--- src/rtl/inst_fetch_resp_pkg.sv ---
// Shared types and constants for the instruction fetch responder.
package inst_fetch_resp_pkg;

  typedef enum logic {
    IF_IDLE = 1'b0,
    IF_BUSY = 1'b1
  } if_state_e;

  localparam logic RSTENABLE  = 1'b1;
  localparam logic CHIPENABLE = 1'b1;

  // Width of a counter that must reach n-1.
  function automatic int cnt_width(input int n);
    return (n > 2) ? $clog2(n) : 1;
  endfunction

endpackage

--- src/rtl/if_line_buf.sv ---
// One-entry fetch buffer: tag/data/valid with combinational hit compare.
module if_line_buf
  import inst_fetch_resp_pkg::*;
#(
  parameter int ADDR_W = 32,
  parameter int DATA_W = 32
) (
  input  logic              clk,
  input  logic              rst,
  input  logic              wr_en_i,
  input  logic [ADDR_W-1:0] wr_tag_i,
  input  logic [DATA_W-1:0] wr_data_i,
  input  logic [ADDR_W-1:0] lookup_i,
  output logic              hit_o,
  output logic [DATA_W-1:0] data_o
);

  logic              valid_q;
  logic [ADDR_W-1:0] tag_q;
  logic [DATA_W-1:0] data_q;

  always_ff @(posedge clk) begin
    if (rst == RSTENABLE) begin
      valid_q <= 1'b0;
      tag_q   <= '0;
    end else if (wr_en_i) begin
      valid_q <= 1'b1;
      tag_q   <= wr_tag_i;
    end
  end

  // Data is only observable through a valid hit, so it needs no reset.
  always_ff @(posedge clk) begin
    if (wr_en_i) data_q <= wr_data_i;
  end

  assign hit_o  = valid_q & (tag_q == lookup_i);
  assign data_o = data_q;

endmodule

--- src/rtl/inst_fetch_resp.sv ---
// Fetch responder: serves pc from a one-entry buffer, misses go over a req/ack bus.
// Optional bus timeout abort is enabled by defining IF_TIMEOUT_EN.
module inst_fetch_resp
  import inst_fetch_resp_pkg::*;
#(
  parameter int ADDR_W  = 32,
  parameter int DATA_W  = 32,
  parameter int TMO_CYC = 255
) (
  input  logic              clk,
  input  logic              rst,
  input  logic [ADDR_W-1:0] pc,
  input  logic              ce,
  output logic [DATA_W-1:0] inst,
  output logic              stallreq,
  output logic              fetch_err,
  output logic              mem_req,
  output logic [ADDR_W-1:0] mem_addr,
  input  logic              mem_ack,
  input  logic [DATA_W-1:0] mem_rdata
);

  if (TMO_CYC < 1) begin : g_tmo_chk
    $error("TMO_CYC must be at least 1");
  end

  if_state_e         state_q, state_d;
  logic              mem_req_q, mem_req_d;
  logic [ADDR_W-1:0] mem_addr_q, mem_addr_d;
  logic              fetch_err_q, fetch_err_d;
  logic              buf_we;
  logic [ADDR_W-1:0] buf_tag_d;
  logic [DATA_W-1:0] buf_data_d;
  logic              hit;
  logic [DATA_W-1:0] buf_data;
  logic              miss;

`ifdef IF_TIMEOUT_EN
  localparam int CNT_W = cnt_width(TMO_CYC);
  logic [CNT_W-1:0] cnt_q, cnt_d;
`endif

  if_line_buf #(
    .ADDR_W(ADDR_W),
    .DATA_W(DATA_W)
  ) u_buf (
    .clk      (clk),
    .rst      (rst),
    .wr_en_i  (buf_we),
    .wr_tag_i (buf_tag_d),
    .wr_data_i(buf_data_d),
    .lookup_i (pc),
    .hit_o    (hit),
    .data_o   (buf_data)
  );

  assign miss     = (ce == CHIPENABLE) & ~hit;
  assign stallreq = miss;
  assign inst     = ((ce == CHIPENABLE) && hit) ? buf_data : '0;

  always_comb begin
    state_d     = state_q;
    mem_req_d   = mem_req_q;
    mem_addr_d  = mem_addr_q;
    fetch_err_d = 1'b0;
    buf_we      = 1'b0;
    buf_tag_d   = '0;
    buf_data_d  = '0;
`ifdef IF_TIMEOUT_EN
    cnt_d       = cnt_q;
`endif
    unique case (state_q)
      IF_IDLE: begin
        if (miss) begin
          if (pc[1:0] == 2'b00) begin
            state_d    = IF_BUSY;
            mem_req_d  = 1'b1;
            mem_addr_d = {pc[ADDR_W-1:2], 2'b00};
`ifdef IF_TIMEOUT_EN
            cnt_d      = '0;
`endif
          end else begin
            // Misaligned pc: park a NOP under that tag so the pipeline can move on.
            buf_we      = 1'b1;
            buf_tag_d   = pc;
            fetch_err_d = 1'b1;
          end
        end
      end
      IF_BUSY: begin
        if (mem_ack) begin
          buf_we     = 1'b1;
          buf_tag_d  = mem_addr_q;
          buf_data_d = mem_rdata;
          mem_req_d  = 1'b0;
          state_d    = IF_IDLE;
        end
`ifdef IF_TIMEOUT_EN
        else if (cnt_q == CNT_W'(TMO_CYC - 1)) begin
          buf_we      = 1'b1;
          buf_tag_d   = mem_addr_q;
          fetch_err_d = 1'b1;
          mem_req_d   = 1'b0;
          state_d     = IF_IDLE;
        end else begin
          cnt_d = cnt_q + 1'b1;
        end
`endif
      end
      default: state_d = IF_IDLE;
    endcase
  end

  always_ff @(posedge clk) begin
    if (rst == RSTENABLE) begin
      state_q     <= IF_IDLE;
      mem_req_q   <= 1'b0;
      mem_addr_q  <= '0;
      fetch_err_q <= 1'b0;
`ifdef IF_TIMEOUT_EN
      cnt_q       <= '0;
`endif
    end else begin
      state_q     <= state_d;
      mem_req_q   <= mem_req_d;
      mem_addr_q  <= mem_addr_d;
      fetch_err_q <= fetch_err_d;
`ifdef IF_TIMEOUT_EN
      cnt_q       <= cnt_d;
`endif
    end
  end

  assign mem_req   = mem_req_q;
  assign mem_addr  = mem_addr_q;
  assign fetch_err = fetch_err_q;

endmodule

--- config.mk ---
export PLATFORM = sky130hd
export DESIGN_NAME = inst_fetch_resp
export DESIGN_NICKNAME = d
export VERILOG_FILES = /design/src/rtl/inst_fetch_resp_pkg.sv /design/src/rtl/if_line_buf.sv /design/src/rtl/inst_fetch_resp.sv
export SDC_FILE = /design/constraint.sdc
export NUM_CORES = 1
export LEC_CHECK = 0
export BUFFER_PORTS_ARGS = -buffer_cell sky130_fd_sc_hd__buf_2
export CAP_MARGIN = 20
export CORE_AREA = 2 2 105 107
export DETAILED_ROUTE_END_ITERATION = 10
export DIE_AREA = 0 0 107 109
export PLACE_DENSITY_LB_ADDON = 0.08
export RECOVER_POWER = 50
export SLEW_MARGIN = 20
export SYNTH_ARGS = -nofsm -noshare
export SYNTH_HDL_FRONTEND = slang
export SYNTH_HIERARCHICAL = 1
export SYNTH_SLANG_ARGS = --single-unit
--- constraint.sdc ---
create_clock -name clk -period 4.6 [get_ports clk]
set_input_delay 0.92 -clock clk [delete_from_list [all_inputs] [get_ports clk]]
set_output_delay 0.92 -clock clk [all_outputs]
set_load 0.05 [all_outputs]
==> results of run 1 <==
==> layout make-up <==
| type | instances | area (sq um) | share of cell area |
|---|---|---|---|
| sequential | 98 | 2282 | 0.4151 |
| clock buffer | 10 | 137.6 | 0.02503 |
| multi-input combinational | 311 | 2176 | 0.3958 |
| clock inverter | 6 | 66.31 | 0.01206 |
| tap | 140 | 175.2 | 0.03186 |
| timing repair buffer | 138 | 660.6 | 0.1202 |
==> routing by layer <==
layer,track usage,routed length [um],vias to the layer above
met2,0.3226,5344,124
met4,0.06030,157,0
met3,0.03168,646,11
met5,0,0,-
met1,0.2636,5339,1774
li1,-,-,1834
==> Yosys cell counts, drive strengths merged <==
| library cell | n | share of area |
|---|---|---|
| nand2 | 1 | 0.00080 |
| and3 | 64 | 0.086 |
| a21oi | 2 | 0.0021 |
| or2 | 1 | 0.0013 |
| dfxtp | 66 | 0.28 |
| clkbuf | 29 | 0.024 |
| edfxtp | 32 | 0.21 |
| nor3 | 2 | 0.0032 |
| nor3b | 1 | 0.0040 |
| nor4 | 7 | 0.0094 |
| nor2 | 35 | 0.028 |
| o21ai | 30 | 0.032 |
| buf | 15 | 0.023 |
| mux2i | 32 | 0.069 |
| xnor2 | 1 | 0.0019 |
| nand4 | 1 | 0.0013 |
| and2b | 1 | 0.0019 |
| nand4b | 30 | 0.056 |
| conb | 1 | 0.00080 |
| nor2b | 2 | 0.0027 |
| a22o | 30 | 0.056 |
| xor2 | 31 | 0.058 |
| nand2b | 32 | 0.043 |
| nand3 | 2 | 0.0021 |
| and2 | 4 | 0.0054 |
==> power by group through the flow <==
| stage | Clock, mW | Combinational, mW | Sequential, mW |
|---|---|---|---|
| 3_5_place_dp | 0 | 0.241 | 0.974 |
| 3_3_place_gp | 0 | 0.239 | 0.972 |
| 5_1_grt | 0.623 | 0.257 | 0.959 |
| 6_report | 0.572 | 0.237 | 0.954 |
| 2_1_floorplan | 0 | 0.132 | 1.00 |
| 4_1_cts | 0.591 | 0.242 | 0.954 |
==> sequential cells by signal, indices dropped and copies added, names as in the netlist <==
name and flops:
fetch_err 1, mem_addr 30, mem_req 1, state_q 1, u_buf/data_o 32, u_buf/tag_q 32
u_buf/valid_q 1
==> metrics by stage <==
| stage | worst slack, ns | instances | utilization | area [sq um] |
|---|---|---|---|---|
| floorplan | 1.140 | 453 | - | 4677 |
| global placement | 0.7108 | 687 | 0.5046 | 5350 |
| detailed placement | 0.6211 | 687 | 0.5046 | 5350 |
| CTS | 0.7534 | 703 | 0.5238 | 5554 |
| global route | 0.3914 | 703 | 0.5185 | 5498 |
| finish | 0.6601 | 703 | 0.5185 | 5498 |
==> critical path, cell delays in order <==
cell      delay, ns
clkbuf_1       0.14
xor2_1         0.26
nor4_1         0.10
nand3_1        0.15
nor3_1         0.09
buf_4          0.24
nor3b_4        0.22
buf_4          0.41
and2_0         1.25
o21ai_0        0.30
==> logic make-up after synthesis <==
logic type | count (synthesis) | synth area share
AND/OR/NAND/NOR | 183 | 0.2450
flip-flops | 98 | 0.4884
AO/OA/AOI/OAI | 62 | 0.09049
buffers and inverters | 44 | 0.04685
XOR/XNOR | 32 | 0.05997
multiplexers | 32 | 0.06854
other | 1 | 0.0008024
==> worst min path at each step <==
stage	startpoint	end	depth (start not counted)	slack [ns]
final	u_buf/valid_q	u_buf/valid_q	2	0.48
after global routing	mem_req	mem_req	2	0.51
after CTS	u_buf/valid_q	u_buf/valid_q	2	0.48
after detailed placement	u_buf/valid_q	u_buf/valid_q	2	0.46
after global placement	u_buf/valid_q	u_buf/valid_q	2	0.45
after floorplan	u_buf/valid_q	u_buf/valid_q	2	0.43
==> reports/metrics.yaml, run 1 <==
cells_and_area:
  layout.cells.most_common_list: "99 x buf_2, 66 x dfxtp_1, 64 x and3_1, 34 x clkbuf_1, 34 x nor2_1"
  layout-drive-gt1-share: 0.2185
  final_common_cell: "buf_2"
  fillers: 1017
  area_growth_syn_to_layout_pct: 17.64
  diodes: 0
  finalNetCount: 626
routing:
  totalWireLength_um: 11490
  ant_nets: 0
  viasPerCell: 5.324
  drc_errors: 0
  first_pass_iters: 7
  wire_per_inst_um: 16.34
  vias: 3743
  drtIter0Drc: 217
power:
  p_switching_uw: 479.6
  p_clk_frac: 0.324
  irDropWorstVdd_mv: 0.1944
  switching_share: 0.2720
  powerDensity_nw_per_um2: 320.7
  internal-power_mw: 1.283
  pwr-share-comb: 0.135
  p_seq_frac: 0.541
  power.total_mw: 1.763
  power.leakage_nw: 2.529
flow_run:
  maxCapViolCount: 2
cts:
  cts_buffers: 9
  post_cts_buffers: 0
  cts.htree.levels: 3
  cts_tree: "built"
  clk_latency_ns: 0.36
  clk_path_buf_depth: 2
  cts_hold_buffers: 0
  cts_sinks: 98
  root_buffer: "clkbuf_8"
  cts_resized: 0
  clkSlewWorstSetupHoldPaths_ns: 0.10
worst_setup_path:
  r2r_slack_ns: 1.04
  crit_fanout: 34
  cp-startpoint: "pc[23]"
  r2r_cells: 9
  cp-start-kind: "input port"
  r2r_start: "u_buf/tag_q[23]"
  crit_arrival_ns: 4.10
  critPathCaptureType: "register"
  crit_end: "mem_addr[24]"
  r2r-end: "mem_addr[24]"
  worstPathRequired_ns: 4.76
  crit_type: "input port to register"
timing:
  timing.hold.ws_ns: 0.4809
  setup_violations: 0
  fmax_mhz: 253.8
  hold_viol: 0
  relSlewSlack: -0.05239
  fin_crit_sh: 0.8565
  rsz0062_at_grt: "false"
  post-route-min-period_ns: 3.940
  skew_ns: 0.01630
  slew_violations: 63
  worstMarginPinSlew_ns: 1.578
  final.setup.tns_ns: 0
floorplanning:
  die_w_um: 107
  io_pins: 135
  initial_core_util: 0.4408
  die-area_sq_um: 11660
  core_sq_um: 10600
  rows: 38
  die_h_um: 109
global_route:
  grt_pass1_wl_um: 18110
  grt_pass1_vias: 3508
  antenna_found_initial: 0
  grt_max_degree: 66
  grtUsageTotal: 0.1951
  overflow: 0
place:
  hpwl_um: 7248
  io_buffers: 132
  globalplace.congestion: 0.6900
yosys:
  synthesis.area_sq_um: 4673
  avgSynthCellArea_sq_um: 10.34
  ys_types: 29
  ys_warn_count: 6
  ys_ff_latch: 98
  ys_seq_area_frac: 0.4884
  synth_cells: 452
run_status:
  violations: "capacitance limit, slew limit"
  outcome: "finished with violations"
worst_hold_path:
  hold_class: "register to register"
(Power assumes the default switching activity.)
==> run 2: changes to the inputs <==
--- a/config.mk
+++ b/config.mk
@@ -7,9 +7,11 @@
 export LEC_CHECK = 0
 export BUFFER_PORTS_ARGS = -buffer_cell sky130_fd_sc_hd__buf_2
 export CAP_MARGIN = 20
-export CORE_AREA = 2 2 105 107
+export CELL_PAD_IN_SITES_DETAIL_PLACEMENT = 1
+export CELL_PAD_IN_SITES_GLOBAL_PLACEMENT = 2
+export CORE_AREA = 2 2 124 126
 export DETAILED_ROUTE_END_ITERATION = 10
-export DIE_AREA = 0 0 107 109
+export DIE_AREA = 0 0 126 128
 export PLACE_DENSITY_LB_ADDON = 0.08
 export RECOVER_POWER = 50
 export SLEW_MARGIN = 20
==> reports/metrics.yaml, run 2 (synthesis results as in run 1) <==
timing:
  post-route-min-period_ns: 4.015
  final.setup.tns_ns: 0
  fin_crit_sh: 0.8729
  slew_violations: 0
  worstMarginPinSlew_ns: 1.155
  relSlewSlack: 0.2299
  skew_ns: 0.01111
  hold_viol: 0
  setup_violations: 0
  timing.hold.ws_ns: 0.4702
  fmax_mhz: 249.0
  rsz0062_at_grt: "false"
cts:
  cts_buffers: 9
  clkSlewWorstSetupHoldPaths_ns: 0.06
  clk_latency_ns: 0.35
  root_buffer: "clkbuf_16"
  post_cts_buffers: 0
  clk_path_buf_depth: 2
  cts.htree.levels: 3
  cts_resized: 0
  cts_sinks: 98
  cts_tree: "built"
  cts_hold_buffers: 0
power:
  irDropWorstVdd_mv: 0.1738
  power.leakage_nw: 2.601
  powerDensity_nw_per_um2: 343.5
  power.total_mw: 1.949
global_route:
  overflow: 0
  grt_max_degree: 66
  antenna_found_initial: 0
  grtUsageTotal: 0.1700
  grt_pass1_wl_um: 21470
  grt_pass1_vias: 3867
worst_setup_path:
  cp.depth: 8
  worstPathRequired_ns: 3.68
  path_cells: "clkbuf_1, xor2_1, nor4_1, nand4_1, nor3_1, buf_4, and3_1, buf_2"
  crit_family: "simple AND/OR/NAND/NOR gates"
  crit_arrival_ns: 3.10
  r2r_cells: 11
  crit_buf_inv: 3
  crit_type: "input port to output pin"
  critPathCaptureType: "output pin"
  cpPeakStageDelay_ns: 0.60
  crit_fanout: 34
  cp-start-kind: "input port"
  slowest_stage: "nor4_1"
floorplanning:
  initial_core_util: 0.3144
  rows: 45
  io_pins: 135
  die-area_sq_um: 16130
  die_h_um: 128
  core_sq_um: 14860
  die_w_um: 126
routing:
  viasPerCell: 5.013
  totalWireLength_um: 13420
  wire_per_inst_um: 17.75
  ant_nets: 0
  drc_errors: 0
  first_pass_iters: 4
  vias: 3790
  drtIter0Drc: 155
place:
  io_buffers: 132
  hpwl_um: 8483
  globalplace.congestion: 0.7129
  dp_cells: 739
cells_and_area:
  final_common_cell: "buf_2"
  stdcell_count: 756
  layout.cells.most_common_list: "98 x buf_2, 66 x dfxtp_1, 64 x and3_1, 35 x clkbuf_1, 34 x nor2_1"
  layout-drive-gt1-share: 0.2201
  finalNetCount: 631
  diodes: 0
  area_growth_syn_to_layout_pct: 21.39
  fillers: 1737
run_status:
  outcome: "finished clean"
worst_hold_path:
  worstHoldPathCells: 2
  hold_class: "register to register"
flow_run:
  maxCapViolCount: 0
run 2: cell types whose count changed in the layout (fill, tap and decap cells not counted), moves of 2 or more:
| cell | previous run | this run |
|---|---|---|
| clkinvlp_4 | 2 | 0 |
| buf_4 | 5 | 8 |
| clkinv_2 | 0 | 2 |
| clkinv_4 | 2 | 0 |
| clkbuf_8 | 10 | 0 |
| clkbuf_2 | 0 | 2 |
| clkbuf_16 | 0 | 9 |
run 2: final cells by class:
| cell class | count | area, sq um | share of cell area |
|---|---|---|---|
| clock buffers | 10 | 229.0 | 0.04036 |
| clock inverters | 6 | 56.30 | 0.009925 |
| multi-input cells | 311 | 2162 | 0.3811 |
| flip-flops and latches | 98 | 2282 | 0.4023 |
| well taps | 188 | 235.2 | 0.04146 |
| repair buffers | 143 | 708.2 | 0.1248 |
run 2: where the power goes:
group,internal [mW],switching [mW],leakage (nW)
combinational,0.0857,0.161,1.61
sequential,0.933,0.0187,0.851
clock,0.419,0.331,0.142
run 2: layer usage:
| layer | vias to the layer above | track usage | part of all wire |
|---|---|---|---|
| met5 | - | 0 | 0 |
| met1 | 1843 | 0.2247 | 0.48 |
| met4 | 0 | 0.06206 | 0.015 |
| met3 | 11 | 0.02838 | 0.040 |
| met2 | 95 | 0.2812 | 0.47 |
| li1 | 1841 | - | - |
run 2: through the flow:
step,utilization,worst slack (ns),cell area [sq um]
after floorplan,-,1.140,4677
after global placement,0.3660,0.6092,5440
after detailed placement,0.3660,0.5448,5440
after CTS,0.3852,0.5566,5725
after global routing,0.3817,0.3453,5673
final,0.3817,0.5845,5673
run 2: worst paths after layout:
check	startpoint	endpoint	slack, ns
hold reg to reg	u_buf/valid_q	u_buf/valid_q	0.47
setup reg to reg	u_buf/tag_q[15]	u_buf/tag_q[12]	0.95
setup / recovery	pc[15]	inst[10]	0.58
hold / removal	u_buf/valid_q	u_buf/valid_q	0.47
run 2: worst min-delay path, stage by stage, from the launching register on:
cell	delay, ns
dfxtp_1	0.33
nor2_1	0.04
nor2_1	0.07
==> run 3: changes to the inputs <==
--- a/config.mk
+++ b/config.mk
@@ -9,9 +9,10 @@
 export CAP_MARGIN = 20
 export CELL_PAD_IN_SITES_DETAIL_PLACEMENT = 1
 export CELL_PAD_IN_SITES_GLOBAL_PLACEMENT = 2
-export CORE_AREA = 2 2 124 126
+export CORE_AREA = 2 2 139 114
 export DETAILED_ROUTE_END_ITERATION = 10
-export DIE_AREA = 0 0 126 128
+export DIE_AREA = 0 0 141 116
+export HOLD_SLACK_MARGIN = 0.12
 export PLACE_DENSITY_LB_ADDON = 0.08
 export RECOVER_POWER = 50
 export SLEW_MARGIN = 20
==> reports/metrics.yaml, run 3 (synthesis results as in run 1) <==
worst_setup_path:
  cp-startpoint: "pc[15]"
  crit_fanout: 43
  cp-start-kind: "input port"
  r2r_start: "u_buf/tag_q[15]"
  path_cells: "clkbuf_1, xor2_1, nor4_1, nand4_1, nor3_4, buf_4, nor3b_1, and2b_2, or2_1, buf_16, mux2i_1, nor2_1"
  cpPeakStageDelay_ns: 0.69
  r2r_cells: 11
  crit_arrival_ns: 4.30
  crit_type: "input port to register"
  worstPathRequired_ns: 4.80
  critPathCaptureType: "register"
  slowest_stage: "or2_1"
global_route:
  antenna_found_initial: 0
  grtUsageTotal: 0.1657
  grt_pass1_wl_um: 21120
  grt_pass1_vias: 3832
  grt_max_degree: 66
  overflow: 0
timing:
  relSlewSlack: 0.1178
  rsz0062_at_grt: "false"
  worstMarginPinSlew_ns: 1.323
  fin_ws_ns: 0.4939
  skew_ns: 0.006669
  post-route-min-period_ns: 4.106
  fin_crit_sh: 0.8926
  fmax_mhz: 243.5
  setup_violations: 0
  timing.hold.ws_ns: 0.4776
  hold_viol: 0
  slew_violations: 0
  final.setup.tns_ns: 0
cells_and_area:
  area_growth_syn_to_layout_pct: 21.71
  finalNetCount: 630
  layout.cells.most_common_list: "98 x buf_2, 66 x dfxtp_1, 64 x and3_1, 34 x clkbuf_1, 34 x nor2_1"
  layout-drive-gt1-share: 0.2240
  ff_latch_area_sq_um: 2282
  multiInputGateArea_sq_um: 2173
  final_common_cell: "buf_2"
  fin_util: 0.3827
  diodes: 0
  fillers: 1703
  final_design_area_no_fill_sq_um: 5688
  stdcell_count: 756
floorplanning:
  die_w_um: 141
  core_sq_um: 14860
  die-area_sq_um: 16360
  die_h_um: 116
  io_pins: 135
  rows: 40
  initial_core_util: 0.3144
cts:
  cts_resized: 0
  cts_buffers: 9
  clk_path_buf_depth: 2
  cts_sinks: 98
  cts.htree.levels: 3
  clk_latency_ns: 0.34
  post_cts_buffers: 0
  cts_tree: "built"
  root_buffer: "clkbuf_16"
  cts_hold_buffers: 0
  clkSlewWorstSetupHoldPaths_ns: 0.07
power:
  p_seq_frac: 0.493
  powerDensity_nw_per_um2: 339.5
  p_clk_frac: 0.378
  internal-power_mw: 1.396
  pwr-share-comb: 0.129
  switching_share: 0.2771
  irDropWorstVdd_mv: 0.1958
  p_switching_uw: 535.1
  power.total_mw: 1.931
  power.leakage_nw: 2.604
place:
  hpwl_um: 8978
  io_buffers: 132
  dp_cells: 739
  dpl_cell_area_sq_um: 5434
  pre_cts_ws_ns: 0.6235
  globalplace.congestion: 0.6941
routing:
  viasPerCell: 5.056
  ant_nets: 0
  drtIter0Drc: 175
  drc_errors: 0
  first_pass_iters: 4
  totalWireLength_um: 13510
  wire_per_inst_um: 17.87
  vias: 3822
run_status:
  outcome: "finished clean"
worst_hold_path:
  hold_class: "register to register"
  worstHoldPathCells: 2
  hp-start: "u_buf/valid_q"
flow_run:
  maxCapViolCount: 0
==> run 3: changes by cell type in the layout (fill, tap and decap cells not counted), moves of 2 or more <==
cell | before | now
clkinvlp_4 | 0 | 3
clkinv_4 | 0 | 2
inv_8 | 0 | 2
clkinv_2 | 2 | 0
clkinv_1 | 2 | 0
==> run 3: cell type report <==
class | instances | share of cell area
Clock buffer | 9 | 0.03960
Clock inverter | 7 | 0.01100
Multi-Input combinational cell | 311 | 0.3821
Sequential cell | 98 | 0.4012
Tap cell | 189 | 0.04158
Timing Repair Buffer | 142 | 0.1245
==> run 3: worst paths after layout <==
path	to	slack (ns)
max reg2reg	u_buf/tag_q[23]	0.86
min reg2reg	u_buf/valid_q	0.48
max	u_buf/tag_q[23]	0.49
min	u_buf/valid_q	0.48
==> run 3: critical path, delay by kind of cell <==
family	cells	cell delay, ns
and+or+nand+nor	7	2.10
muxes	1	0.20
buffers and inverters	3	0.84
xor gates and xnor gates	1	0.16
==> run 3: metal layers <==
metal | track usage | vias to the layer above | share of wire
met1 | 0.2331 | 1888 | 0.50
met3 | 0.02934 | 9 | 0.032
li1 | - | 1849 | -
met5 | 0 | - | 0
met4 | 0.03600 | 0 | 0.0064
met2 | 0.2689 | 76 | 0.47
==> run 3: power groups by stage <==
| stage | sequential (mW) | combinational (mW) | clock [mW] |
|---|---|---|---|
| after floorplan | 1.00 | 0.132 | 0 |
| after global placement | 0.972 | 0.250 | 0 |
| after detailed placement | 0.974 | 0.254 | 0 |
| after CTS | 0.953 | 0.255 | 0.753 |
| after global routing | 0.958 | 0.272 | 0.783 |
| final | 0.953 | 0.249 | 0.729 |
